===== src/rtl/matmul_pkg.sv =====
// matmul_pkg: shared state encoding, default sizes and log2 helper for the matmul sequencer
package matmul_pkg;
  typedef enum logic [1:0] {IDLE, RUN, DRAIN, DONE} state_t;
  localparam int N_DEF = 8;
  localparam int RD_LAT_DEF = 1;
  localparam int MAC_LAT_DEF = 1;
  function automatic int log2(input int v);
    int r = 0;
    for (int i = 0; i < 31; i++) if ((1 << i) < v) r = i + 1;
    return r;
  endfunction
endpackage


===== src/rtl/matmul_seq_tag_pipe.sv =====
// tag_pipe: fixed-depth shift register with asynchronous clear for term tags
module tag_pipe #(
  parameter int DEPTH = 1,
  parameter int W = 1
) (
  input  logic         clk,
  input  logic         rst,
  input  logic [W-1:0] d,
  output logic [W-1:0] q
);
  logic [W-1:0] r [DEPTH];
  for (genvar g = 0; g < DEPTH; g++) begin : s
    always_ff @(posedge clk or posedge rst)
      if (rst) r[g] <= '0;
      else r[g] <= (g == 0) ? d : r[(g == 0) ? 0 : g - 1];
  end
  assign q = r[DEPTH-1];
endmodule


===== src/rtl/matmul_seq.sv =====
// matmul_seq: walks (row, col, k) for a shared-MAC NxN matrix multiply and schedules RAM reads, MAC strobes and C writes
module matmul_seq import matmul_pkg::*; #(
  parameter int N = N_DEF,
  parameter int RD_LAT = RD_LAT_DEF,
  parameter int MAC_LAT = MAC_LAT_DEF,
  parameter int AW = 2 * log2(N),
  parameter int CW = 11
) (
  input  logic          clk,
  input  logic          rst,
  input  logic          start,
  input  logic          pause,
  output logic          busy,
  output logic          done,
  output logic [CW-1:0] clock_count,
  output logic          rd_en,
  output logic [AW-1:0] a_addr,
  output logic [AW-1:0] b_addr,
  output logic          mac_clear,
  output logic          mac_en,
  output logic          c_we,
  output logic [AW-1:0] c_addr
);
  localparam int LW = AW / 2;
  state_t state, nxt;
  logic [LW-1:0] row, col, k;
  logic [AW+2:0] p1_d, p1_q;
  logic [AW:0] p2_d, p2_q;
  logic [AW-1:0] c_hold;
  logic start_acc, last_term, fin;
  assign busy = state == RUN || state == DRAIN;
  assign done = state == DONE;
  assign rd_en = state == RUN && !pause;
  assign a_addr = {row, k};
  assign b_addr = {col, k};
  assign start_acc = start && (state == IDLE || state == DONE);
  assign last_term = rd_en && &{row, col, k};
  assign p1_d = {rd_en, k == '0, &k, row, col};
  assign mac_en = p1_q[AW+2];
  assign mac_clear = mac_en && p1_q[AW+1];
  assign p2_d = {mac_en && p1_q[AW], p1_q[AW-1:0]};
  assign c_we = p2_q[AW];
  // c_addr keeps the last written address between writes
  assign c_addr = c_we ? p2_q[AW-1:0] : c_hold;
  tag_pipe #(.DEPTH(RD_LAT), .W(AW + 3)) u_issue (.clk, .rst, .d(p1_d), .q(p1_q));
  tag_pipe #(.DEPTH(MAC_LAT), .W(AW + 1)) u_mac (.clk, .rst, .d(p2_d), .q(p2_q));
  always_comb begin
    nxt = state;
    if (start_acc) nxt = RUN;
    else if (state == RUN && last_term) nxt = DRAIN;
    else if (state == DRAIN && fin) nxt = DONE;
  end
  always_ff @(posedge clk or posedge rst)
    if (rst) begin
      state <= IDLE;
      row <= '0;
      col <= '0;
      k <= '0;
      clock_count <= '0;
      fin <= 1'b0;
      c_hold <= '0;
    end else begin
      state <= nxt;
      fin <= c_we && &p2_q[AW-1:0];
      if (c_we) c_hold <= p2_q[AW-1:0];
      if (start_acc) begin
        row <= '0;
        col <= '0;
        k <= '0;
        clock_count <= '0;
      end else begin
        if (busy && clock_count != '1) clock_count <= clock_count + 1'b1;
        if (rd_en) begin
          k <= k + 1'b1;
          if (&k) begin
            col <= col + 1'b1;
            if (&col) row <= row + 1'b1;
          end
        end
      end
    end
endmodule


===== config.mk =====
export PLATFORM = sky130hd
export DESIGN_NAME = matmul_seq
export DESIGN_NICKNAME = d
export VERILOG_FILES = /design/src/rtl/matmul_pkg.sv /design/src/rtl/matmul_seq_tag_pipe.sv /design/src/rtl/matmul_seq.sv
export SDC_FILE = /design/constraint.sdc
export NUM_CORES = 1
export LEC_CHECK = 0
export ABC_AREA = 1
export CAP_MARGIN = 10
export CORE_ASPECT_RATIO = 1.75
export CORE_MARGIN = 1.5
export CORE_UTILIZATION = 55
export DETAILED_ROUTE_END_ITERATION = 10
export PLACE_DENSITY = 0.91
export SLEW_MARGIN = 20
export SYNTH_ARGS = -nofsm -noshare
export SYNTH_HDL_FRONTEND = slang
export SYNTH_SLANG_ARGS = --single-unit

===== constraint.sdc =====
create_clock -name clk -period 3.2 [get_ports clk]
set_input_delay 0.48 -clock clk [delete_from_list [all_inputs] [get_ports clk]]
set_output_delay 0.48 -clock clk [all_outputs]
set_load 0.1 [all_outputs]

==> impl_metrics.tcl <==
set metrics [dict create \
    leakagePower_nw 1.279 \
    power.density_mw_per_mm2 389.1 \
    num_vias 1481 \
    vdd_drop_max_mv 0.3927 \
    routed_wl_um 3849 \
    yosys_warnings 0 \
    finalCritPeriodShare 0.7191 \
    synth-main-ff-cell "dfrtp_1" \
    multi_input_area_um2 703.2 \
    ys_seq_area_frac 0.5549 \
    core.rowCount 29 \
    drive_gt1_frac 0.2163 \
    slowest_stage "clkdlybuf4s50_1" \
    dp_hpwl_um 2807 \
    die-width_um 48.92 \
    cp.arrival_ns 1.82 \
    fin_nets 258 \
    finalSetupTns_ns 0 \
    grt_use_total 0.2121 \
    drt_iter0_drc 16 \
    cts_tree "yes" \
    grt_pass1_wl_um 6596 \
    cts_resized 0 \
    post_cts_buffers 0 \
    overflow 0 \
    relSlewSlack 0.3580 \
    cp_num_buf_inv 1 \
    synth_cell_types 25 \
    slew_viol_final 0 \
    synth_area_leader_cell "dfrtp_1" \
    clock_latency_ns 0.30 \
    place_area_mm2 0.002300 \
    status "completed" \
    syn_area_mm2 0.002029 \
    ios 39 \
    initial_core_util 0.5650 \
    h-tree-depth 2 \
    synthTopCellsByArea "dfrtp_1 55%, nand2_1 8.0%, ha_1 6.2%, nand3_1 5.2%, inv_1 5.0%" \
    io_buffer_count 38 \
    synth.most_common_cell "dfrtp_1" \
    crit_chain "clkdlybuf4s50_1" \
    crit_family "buffers and inverters" \
    hold_violations 0 \
    hold_class "reg2reg" \
    required_ns 2.72 \
    cts_max_path_buffers 2 \
    grt_antenna_before_repair 0 \
    core_area_mm2 0.003592 \
    maxCapViolCount 0 \
    register_area_mm2 0.001126 \
    period_minus_slack_ns 2.301 \
    final_antenna_net_count 0 \
    grt_max_degree 46 \
    die-area_mm2 0.004078 \
    n_fill_cell 312 \
    netlist.area_leader.share 0.5549 \
    clock-root-buffer "clkbuf_8" \
    path_clk_slew_ns 0.08 \
    tightestPinTransition_ns 0.9599 \
    worstSetupEndpointType "output port" \
    hold_buffers 0 \
    async_flop_share 1.000 \
    synth_seq_cells 45 \
    drt_drc_violations_left 0 \
    syn_avg_cell_area_um2 9.618 \
    ys_top_cells_by_count "45 x dfrtp_1, 43 x nand2_1, 27 x inv_1" \
    max_freq_ghz 0.4346 \
    startpoint_type "flip-flop" \
    post_drt_wl_per_cell_um 13.23 \
    via_per_inst 5.089 \
    antenna_cells 0 \
    clkSinkCount 45 \
    cts_buffers 5 \
    synth_edf_count 0 \
    die_h_um 83.36 \
    cpPeakStageDelay_ns 1.14 \
    grt_setup_unrepaired "false" \
    skew_ns 0.005452 \
    firstDrtPassIters 4 \
    synth.net_count 225 \
    areaGrowthSynthToFinish_pct 17.76 \
    setup_violations 0 \
    crit_fanout 3 \
    critPathKind "reg2out" \
    netlist_instances 211 \
    place.gp.congestion 0.8140 \
    grt_pass1_vias 1460 \
    finalInstanceArea_mm2 0.002390 \
]
cells in the final DEF, fill, tap and decap left out:
| cell type | Yosys | final |
|---|---|---|
| nor2_2 | 2 | 2 |
| clkinvlp_4 | 0 | 1 |
| buf_4 | 9 | 34 |
| nand3_1 | 21 | 21 |
| clkdlybuf4s50_1 | 0 | 5 |
| xnor2_1 | 1 | 1 |
| a31oi_1 | 1 | 1 |
| clkinv_2 | 0 | 1 |
| o21ai_1 | 3 | 4 |
| nand2_1 | 43 | 43 |
| inv_6 | 0 | 1 |
| o22ai_1 | 1 | 1 |
| o21ai_0 | 10 | 9 |
| nand3_2 | 2 | 2 |
| nand4_1 | 3 | 3 |
| inv_1 | 27 | 27 |
| a21oi_1 | 2 | 2 |
| clkbuf_8 | 0 | 5 |
| nand2_2 | 1 | 1 |
| o21bai_1 | 1 | 1 |
| nor2_1 | 13 | 13 |
| nor3_1 | 2 | 2 |
| xor2_1 | 4 | 4 |
| dfrtp_1 | 45 | 45 |
| ha_1 | 10 | 10 |
| mux2_2 | 5 | 5 |
| inv_4 | 1 | 1 |
kinds of logic (layout without fill, tap and decap cells):
family / after synthesis / count (layout) / share of synthesized area
AND/OR/NAND/NOR: 87 / 87 / 0.1887
adder cells (fa/ha/maj): 10 / 10 / 0.06165
XOR/XNOR: 5 / 5 / 0.02158
flip-flops: 45 / 45 / 0.5549
multiplexers: 5 / 5 / 0.02774
AO/OA/AOI/OAI: 18 / 18 / 0.04686
buffers and inverters: 41 / 75 / 0.09864
where the power goes:
group / internal [mW] / leakage, nW / switching, mW / total [mW]
Clock: 0.155 / 0.0445 / 0.192 / 0.347
Combinational: 0.00414 / 0.688 / 0.0112 / 0.0154
Sequential: 0.568 / 0.546 / 0 / 0.568
path summary, 6_finish.rpt:
| path | startpoint | endpoint | slack, ns | depth (start not counted) |
|---|---|---|---|---|
| worst max-delay path | clock_count[0]$_DFFE_PP0P_ | clock_count[0] | 0.90 | 1 |
| worst min register to register | u_issue.q[1]$_DFF_PP0_ | u_mac.q[1]$_DFF_PP0_ | 0.35 | 0 |
| min in group asynchronous | rst | c_hold[5]$_DFF_PP0_ | 0.63 | 3 |
| worst max register to register | state[0]$_DFFE_PP0P_ | clock_count[4]$_DFFE_PP0P_ | 1.28 | 7 |
| max in group asynchronous | rst | k[0]$_DFFE_PP0P_ | 2.19 | 3 |
| worst min-delay path | u_issue.q[1]$_DFF_PP0_ | u_mac.q[1]$_DFF_PP0_ | 0.35 | 0 |
metrics by stage:
| step | total power [mW] | utilization | worst slack, ns | hold slack (ns) | instances |
|---|---|---|---|---|---|
| 2_1_floorplan | 0.5880 | - | 0.2908 | 0.3312 | 211 |
| 3_3_place_gp | 0.5951 | 0.6402 | 1.226 | 0.3314 | 283 |
| 3_5_place_dp | 0.5955 | 0.6402 | 1.181 | 0.3347 | 283 |
| 4_1_cts | 0.9433 | 0.6653 | 0.8898 | 0.3544 | 291 |
| 5_1_grt | 0.9681 | 0.6653 | 0.8662 | 0.3572 | 291 |
| 6_report | 0.9299 | 0.6653 | 0.8989 | 0.3528 | 291 |
flip-flops by register name (all words and copies together) (netlist names):
| signal | cells |
|---|---|
| c_hold | 6 |
| clock_count | 11 |
| col | 3 |
| fin | 1 |
| k | 3 |
| row | 3 |
| state | 2 |
| u_issue.q | 9 |
| u_mac.q | 7 |
routing by layer:
metal  track usage  wire, um
met4        0.1169        99
met2        0.3761      2042
met1        0.2357      1571
met3       0.03417       135
met5             0         0
layout make-up:
class,count,share of cell area
timing repair buffer,39,0.1277
multi-input combinational,125,0.2942
tap,46,0.02408
sequential,45,0.4712
clock buffer,5,0.02880
clock inverter,3,0.008901
inverter,28,0.04503
Note: power is estimated with default switching activity, not from simulation.
